$ cat src/rtl/data_memory_responder_if.sv
// Valid/ready request and response channels between the MEM stage (master)
// and the data-memory responder (slave).
interface data_memory_responder_if;
    logic        req_valid;
    logic        req_ready;
    logic        req_we;
    logic [31:0] req_addr;
    logic [31:0] req_wdata;
    logic        resp_valid;
    logic        resp_ready;
    logic [31:0] resp_rdata;
    logic        resp_err;

    modport master (
        output req_valid, req_we, req_addr, req_wdata, resp_ready,
        input  req_ready, resp_valid, resp_rdata, resp_err
    );

    modport slave (
        input  req_valid, req_we, req_addr, req_wdata, resp_ready,
        output req_ready, resp_valid, resp_rdata, resp_err
    );
endinterface

$ cat src/rtl/data_memory_responder.sv
// Multi-cycle little-endian byte-array data memory with a fixed response latency.
// Define DMEM_RANGE_CHECK_EN to flag out-of-range accesses on resp_err instead of wrapping.
module data_memory_responder #(
    parameter logic [31:0] BASE_ADDR   = 32'd1024,
    parameter int unsigned DEPTH_BYTES = 256,
    parameter int unsigned LATENCY     = 4
) (
    input logic                     clk,
    input logic                     rst,
    data_memory_responder_if.slave  mem_if
);

    localparam int unsigned IDX_W  = $clog2(DEPTH_BYTES);
    localparam int unsigned WORD_W = IDX_W - 2;

    typedef enum logic [1:0] {IDLE, BUSY, RESP} state_e;

    state_e              state_q, state_d;
    logic [3:0]          cnt_q, cnt_d;
    logic                we_q, we_d;
    logic [WORD_W-1:0]   word_q, word_d;
    logic [31:0]         wdata_q, wdata_d;
    logic                oor_q, oor_d;
    logic [31:0]         rdata_q, rdata_d;
    logic                err_q, err_d;
    logic                mem_we;

    logic [7:0]          mem_q [DEPTH_BYTES];
    logic [31:0]         offset;
    logic [31:0]         rd_word;
    logic                req_oor;
    logic                unused_bits;

    assign offset      = mem_if.req_addr - BASE_ADDR;
    assign unused_bits = ^{offset[31:IDX_W], offset[1:0]};

`ifdef DMEM_RANGE_CHECK_EN
    // Offset is compared with its low bits cleared so a word straddling the top is rejected.
    assign req_oor = (mem_if.req_addr < BASE_ADDR) ||
                     ({offset[31:2], 2'b00} >= 32'(DEPTH_BYTES));
    assign mem_if.resp_err = err_q;
`else
    logic unused_err;
    assign req_oor         = 1'b0;
    assign unused_err      = err_q;
    assign mem_if.resp_err = 1'b0;
`endif

    assign rd_word = {mem_q[{word_q, 2'd3}], mem_q[{word_q, 2'd2}],
                      mem_q[{word_q, 2'd1}], mem_q[{word_q, 2'd0}]};

    assign mem_if.req_ready  = (state_q == IDLE);
    assign mem_if.resp_valid = (state_q == RESP);
    assign mem_if.resp_rdata = rdata_q;

    always_comb begin
        // NOTE: every signal written here gets a default first, so no latches are inferred.
        state_d = state_q;
        cnt_d   = cnt_q;
        we_d    = we_q;
        word_d  = word_q;
        wdata_d = wdata_q;
        oor_d   = oor_q;
        rdata_d = rdata_q;
        err_d   = err_q;
        mem_we  = 1'b0;

        unique case (state_q)
            IDLE: begin
                if (mem_if.req_valid) begin
                    state_d = BUSY;
                    cnt_d   = 4'(LATENCY - 1);
                    we_d    = mem_if.req_we;
                    word_d  = offset[IDX_W-1:2];
                    wdata_d = mem_if.req_wdata;
                    oor_d   = req_oor;
                end
            end
            BUSY: begin
                if (cnt_q == 4'd0) begin
                    state_d = RESP;
                    err_d   = oor_q;
                    mem_we  = we_q && !oor_q;
                    rdata_d = (we_q || oor_q) ? 32'd0 : rd_word;
                end else begin
                    cnt_d = cnt_q - 4'd1;
                end
            end
            RESP: begin
                if (mem_if.resp_ready) state_d = IDLE;
            end
            default: state_d = IDLE;
        endcase
    end

    always_ff @(posedge clk or posedge rst) begin
        if (rst) begin
            state_q <= IDLE;
            cnt_q   <= 4'd0;
            we_q    <= 1'b0;
            word_q  <= '0;
            wdata_q <= 32'd0;
            oor_q   <= 1'b0;
            rdata_q <= 32'd0;
            err_q   <= 1'b0;
        end else begin
            state_q <= state_d;
            cnt_q   <= cnt_d;
            we_q    <= we_d;
            word_q  <= word_d;
            wdata_q <= wdata_d;
            oor_q   <= oor_d;
            rdata_q <= rdata_d;
            err_q   <= err_d;
        end
    end

    // NOTE: the storage array has no reset; its contents survive rst by design.
    always_ff @(posedge clk) begin
        if (mem_we) begin
            mem_q[{word_q, 2'd0}] <= wdata_q[7:0];
            mem_q[{word_q, 2'd1}] <= wdata_q[15:8];
            mem_q[{word_q, 2'd2}] <= wdata_q[23:16];
            mem_q[{word_q, 2'd3}] <= wdata_q[31:24];
        end
    end

endmodule

$ cat src/flat_wrapper.sv
// flat-port wrapper written by rule: the top's interface ports become plain ports
module data_memory_responder_flat 
#(
    parameter logic [31:0] BASE_ADDR   = 32'd1024,
    parameter int unsigned DEPTH_BYTES = 256,
    parameter int unsigned LATENCY     = 4
)
  (clk, rst, mem_if_req_valid, mem_if_req_we, mem_if_req_addr, mem_if_req_wdata, mem_if_resp_ready, mem_if_req_ready, mem_if_resp_valid, mem_if_resp_rdata, mem_if_resp_err);
  data_memory_responder_if mem_if_i ();
  input logic clk;
  input logic rst;
  input wire logic [$bits(mem_if_i.req_valid)-1:0] mem_if_req_valid;
  input wire logic [$bits(mem_if_i.req_we)-1:0] mem_if_req_we;
  input wire logic [$bits(mem_if_i.req_addr)-1:0] mem_if_req_addr;
  input wire logic [$bits(mem_if_i.req_wdata)-1:0] mem_if_req_wdata;
  input wire logic [$bits(mem_if_i.resp_ready)-1:0] mem_if_resp_ready;
  output wire logic [$bits(mem_if_i.req_ready)-1:0] mem_if_req_ready;
  output wire logic [$bits(mem_if_i.resp_valid)-1:0] mem_if_resp_valid;
  output wire logic [$bits(mem_if_i.resp_rdata)-1:0] mem_if_resp_rdata;
  output wire logic [$bits(mem_if_i.resp_err)-1:0] mem_if_resp_err;
  assign mem_if_i.req_valid = mem_if_req_valid;
  assign mem_if_i.req_we = mem_if_req_we;
  assign mem_if_i.req_addr = mem_if_req_addr;
  assign mem_if_i.req_wdata = mem_if_req_wdata;
  assign mem_if_i.resp_ready = mem_if_resp_ready;
  assign mem_if_req_ready = mem_if_i.req_ready;
  assign mem_if_resp_valid = mem_if_i.resp_valid;
  assign mem_if_resp_rdata = mem_if_i.resp_rdata;
  assign mem_if_resp_err = mem_if_i.resp_err;
  data_memory_responder #(.BASE_ADDR(BASE_ADDR), .DEPTH_BYTES(DEPTH_BYTES), .LATENCY(LATENCY)) u_core (.clk(clk), .rst(rst), .mem_if(mem_if_i));
endmodule
$ cat config.mk
export PLATFORM = sky130hd
export DESIGN_NAME = data_memory_responder_flat
export DESIGN_NICKNAME = d
export VERILOG_FILES = /design/src/rtl/data_memory_responder_if.sv /design/src/rtl/data_memory_responder.sv /design/src/flat_wrapper.sv
export SDC_FILE = /design/constraint.sdc
export NUM_CORES = 2
export LEC_CHECK = 0
export ABC_CLOCK_PERIOD_IN_PS = 9670
export CAP_MARGIN = 20
export CORE_UTILIZATION = 25
export CTS_BUF_LIST = sky130_fd_sc_hd__clkbuf_2 sky130_fd_sc_hd__clkbuf_4 sky130_fd_sc_hd__clkbuf_8
export DETAILED_ROUTE_END_ITERATION = 6
export PLACE_DENSITY = 0.4
export SLEW_MARGIN = 20
export SYNTH_ARGS = -nofsm -noshare
export SYNTH_HDL_FRONTEND = slang
export SYNTH_SLANG_ARGS = --single-unit
$ cat constraint.sdc
create_clock -name clk -period 9.67 [get_ports clk]
set_clock_uncertainty 0.1 [all_clocks]
set_input_delay 1.4505 -clock clk [delete_from_list [all_inputs] [get_ports clk]]
set_output_delay 1.4505 -clock clk [all_outputs]
set_load 0.05 [all_outputs]
Word-level counts from Yosys, hierarchy flattened
Memory sizes are Yosys's and may differ from the RTL's.
Cells that the tools add are included.
{"block": "totals", "output_inout_bits": 35, "memories": 1, "ram_bits": 2048, "word_cells": 34, "reg_bits": 77, "input_bits": 69}
{"block": "op_classes", "muxes": 12, "n_eq_ne": 6, "n_addsub": 2, "reduce_logical": 7}
{"name": "u_core.mem_q", "depth": 256, "width": 8, "read_ports": 4, "rd_ports_with_merged_regs": 0, "wr": 4, "line_no": "data_memory_responder.sv:28", "rtl": "logic [7:0] mem_q [DEPTH_BYTES];"}
{"operator": "two-way mux 32 bit", "n": 1}
{"operator": "two-way mux 4 bit", "n": 2}
{"operator": "case mux 4 bit (2 select lines)", "n": 1}
{"operator": "subtractor 8 x 1 -> 8 bit (second input constant)", "n": 1}
{"operator": "two-way mux 2 bit", "n": 3}
{"operator": "!= test 2 bit (second input constant)", "n": 3}
{"operator": "case mux 2 bit (3 select lines)", "n": 1}
{"operator": "AND reduction 3 bit", "n": 2}
{"operator": "zero test 4 bit", "n": 1}
{"operator": "two-way mux 1 bit", "n": 4}
{"operator": "AND reduction 2 bit", "n": 2}
{"operator": "subtractor 4 x 1 -> 4 bit (second input constant)", "n": 1}
{"operator": "== test 2 x 1 -> 1 bit (second input constant)", "n": 1}
{"operator": "== test 2 bit (second input constant)", "n": 1}
{"operator": "zero test 2 bit", "n": 1}
{"operator": "!= test 2 x 1 -> 1 bit (second input constant)", "n": 1}
{"operator": "nonzero test 2 bit", "n": 1}

Logic depth before layout (Yosys ltp)
{"block": "depth", "word_depth": 5, "ltp_mapped": 9, "ltp_nobuf": 7}

Worst setup path after synthesis
Ideal clock, no wire load.
{"block": "synth_timing", "path_kind": "flip-flop to flip-flop", "start": "reg u_core.cnt_q[0]", "end": "mem u_core.mem_q[0][0], enable pin", "path_stages_with_launch": 9, "synth_period_minus_slack_ps": 3576, "setup_time_ps": 421, "arrival_ps": 3055, "t_required_ps": 9149, "path_slack_ps": 6094, "path_buffers": 2, "cell_sequence": "dfrtp_1 > inv_1 > ha_1 > nor3b_1 > nor2b_1 > buf_2 > buf_2 > nand4_1 > nor2_1"}
{"item": "from (decl)", "line_no": "data_memory_responder.sv:19", "rtl": "logic [3:0] cnt_q, cnt_d;"}
{"item": "from (signal assigned)", "line_no": "data_memory_responder.sv:108", "rtl": "cnt_q <= cnt_d;"}
{"item": "to (decl)", "line_no": "data_memory_responder.sv:28"}

==> results.md <==
- Post-DRT Antenna Nets: 0
- Die span in y: 579 um
- I/O Pins: 104
- Synth Area in Simple Gates: 3.62%
- Grt total ovfl: 0
- # placed instances: 8943
- Distinct cells, synth: 49
- Vias/cell: 4.70
- Synth Cell Area: 83100 sq um
- Most used cell, CP: buf_4
- CP Launch Type: flip-flop
- Max_slew headroom: 26.8%
- Setup TNS: 0 ns
- Post-CTS setup buffers: 0
- H-tree Lvls: 5
- Routed len/inst: 27.4 um
- Crit Path Max Fanout: 51
- CP max stage cell: nor2_4
- Row count: 211
- Starting Density: 25.2%
- Worst slew pin tran: 1.09 ns
- Synth warn: 0
- Number of cells on the critical path: 6
- Critical path buffer and inverter count: 3
- Initial antenna violation count: 28
- GRT Overall Usage: 15.4%
- Setup crit start: u_core.word_q[0]
- Max_cap viols: 0
- Worst setup path endpoint: u_core.mem_q[37][10]
- Finished Layout Cells: 9608
- Synthesized net count: 4752
- Global placer's final weighted congestion: 0.718
- CTS Root Cell: clkbuf_8
- Total Wirelength: 263000 um
- Largest net degree at the start of global routing: 163
- I/O Buffers: 76
- Synthesized instance count: 4682
- Clk sinks: 2125
- Layout cell share with drive strength beyond 1: 20.5%
- Commonest non-fill, non-tap cell in the layout: edfxtp_1
- Detailed Route Iter0 Violations: 3779
- Final Cell Area: 96700 sq um
- Ranking of synthesized cells by area: edfxtp_1, mux2i_1, mux4_2, dfrtp_1, a21oi_1
- Crit-path leading delay family: simple AND/OR/NAND/NOR gates
- Sequence of cells on the critical path: buf_4 -> nor2b_4 -> buf_4 -> nand2_1 -> nor2_4 -> buf_4
- Final Critical Period: 4.79 ns
- Setup ws final: 4.88 ns
- DRC Markers: 0
- Final period util: 49.6%
- Worst slack at placement: 4.88 ns
- DR pass1 iterations: 5
- WP data required: 10.16 ns
- Compound-Gate Fraction of Synth Area: 8.31%
- Placed inst area: 89600 sq um
- Post-synthesis mux area share: 9.57%
- Max-slew violation count: 0
- Final setup violation count: 0
- Register bit total from synthesis: 2125
- Post-CTS Hold Fix Bufs: 0
- Slowest Stage Delay on Critical Path: 0.90 ns
- Die X: 579 um
- Setup crit end kind: flip-flop
- Worst setup path category: reg2reg
- Hold Violations, Final: 0
- Yosys top cell by area: edfxtp_1
- Nets: 5020
- Area of the die: 335000 sq um
- Max VDD drop: 0.000241 V
- DR vias: 45200
- Pleak: 30.4 nW
- Area share of the largest cell type after synthesis: 74.0%
- Crit path DAT: 5.28 ns
- Run status: complete, no violations
- CTS clk-pin slew, worst paths: 0.06 ns
- First-pass GRT wire length: 363000 um
- Synth Area in Adders: 0.0150%
- Power Dens Cells: 299 nW/um^2
- Dpl hpwl: 137000 um
- CTS tree: done
- Worst r2r path cells: 6
- Vias in the first global route: 45500
- Asr flop ratio synth: 3.62%
- Most frequent cells in the layout: edfxtp_1, mux2i_1, clkbuf_8
- Area Overhead vs Synth: 16.3%
- Worst-Skew Late Latency: 1.00 ns
- Largest family of logic cells by synthesized area: multiplexers
- Reg-to-reg startpoint: u_core.word_q[0]
- RSZ-0062 raised after global routing: no
- Top_reg_cell synth: edfxtp_1
- HP Class: reg2reg
- Total power: 29.0 mW
- CTS Buf Count: 371
- Seq/Total Area, Yosys: 76.3%
- R2R Path End: u_core.mem_q[37][10]
- PostCTS Resize Cnt: 0
- FF-to-FF setup slack: 4.88 ns
- Max Fclk: 0.209 GHz
- Hold WS: 0.404 ns
- Core area: 331000 sq um
- Final Util: 29.3%
- Xor/xnor share of the synthesized area: 0.0211%
- Number of synthesized flops with an enable pin: 2048
- Worst-case clock buffer depth: 4
- Mapped Avg Cell Area: 17.8 sq um
## flip-flops by register name, summed over array words and instances, names as in the netlist
name                      count
u_core.mem_q               2048
u_core.cnt_q                  4
u_core.word_q                 6
u_core.we_q                   1
u_core.state_q                2
u_core.mem_if.resp_rdata     32
u_core.wdata_q               32
## synthesized netlist by cell type, types with 91 or more instances
cell and number:
o31ai_1 116, mux4_2 131, a22oi_1 122, a211oi_1 156
a21oi_1 276, or3b_1 91, mux2i_1 454, nand2_1 142
clkbuf_1 119, buf_2 171, edfxtp_1 2048, nand3_1 122
o22ai_1 215
## worst register-to-register path, stage by stage, from the launching register on
cell	delay, ns
dfrtp_4	0.74
buf_4	0.56
nor2b_4	0.25
buf_4	0.59
nand2_1	0.71
nor2_4	0.90
buf_4	0.56
## layer usage
layer / track usage (%) / share of wire (%) / up-vias
met5: 0 / 0.0049 / -
met4: 3.49 / 1.8 / 2
met3: 2.43 / 4.8 / 339
met2: 26.1 / 49 / 1164
met1: 20.5 / 44 / 23900
li1: - / - / 19800
## power by group
group | internal [mW] | switching [mW]
clock network | 4.33 | 3.67
logic | 2.54 | 6.49
registers | 11.7 | 0.262
## final cells by class
cell class / instances / area [sq um]
repair buffers: 249 / 2180
clock inverters: 123 / 637
well taps: 4366 / 5460
flip-flops and latches: 2125 / 63500
clock buffers: 531 / 6430
multi-input cells: 2198 / 18500
fillers: 32700 / 234000
diodes: 11 / 27.5
inverters: 5 / 26.3
## kinds of logic (layout without fill, tap and decap cells)
kind of cell / count (synthesis) / count (layout)
AND/OR/NAND/NOR: 529 / 529
AO/OA/AOI/OAI: 1039 / 1039
XOR/XNOR: 2 / 2
multiplexers: 626 / 626
flip-flops: 2125 / 2125
adder cells (fa/ha/maj): 1 / 1
buffers and inverters: 359 / 908
other: 1 / 12
## how the worst min path moves through the flow
stage | depth (start not counted) | startpoint | endpoint
after global routing | 1 | u_core.cnt_q[0] | u_core.cnt_q[0]
after global placement | 1 | u_core.cnt_q[0] | u_core.cnt_q[0]
after floorplan | 1 | u_core.cnt_q[0] | u_core.cnt_q[0]
after detailed placement | 1 | u_core.cnt_q[0] | u_core.cnt_q[0]
after CTS | 1 | u_core.cnt_q[0] | u_core.cnt_q[0]
final | 1 | u_core.cnt_q[0] | u_core.cnt_q[0]
(Power assumes the default switching activity.)
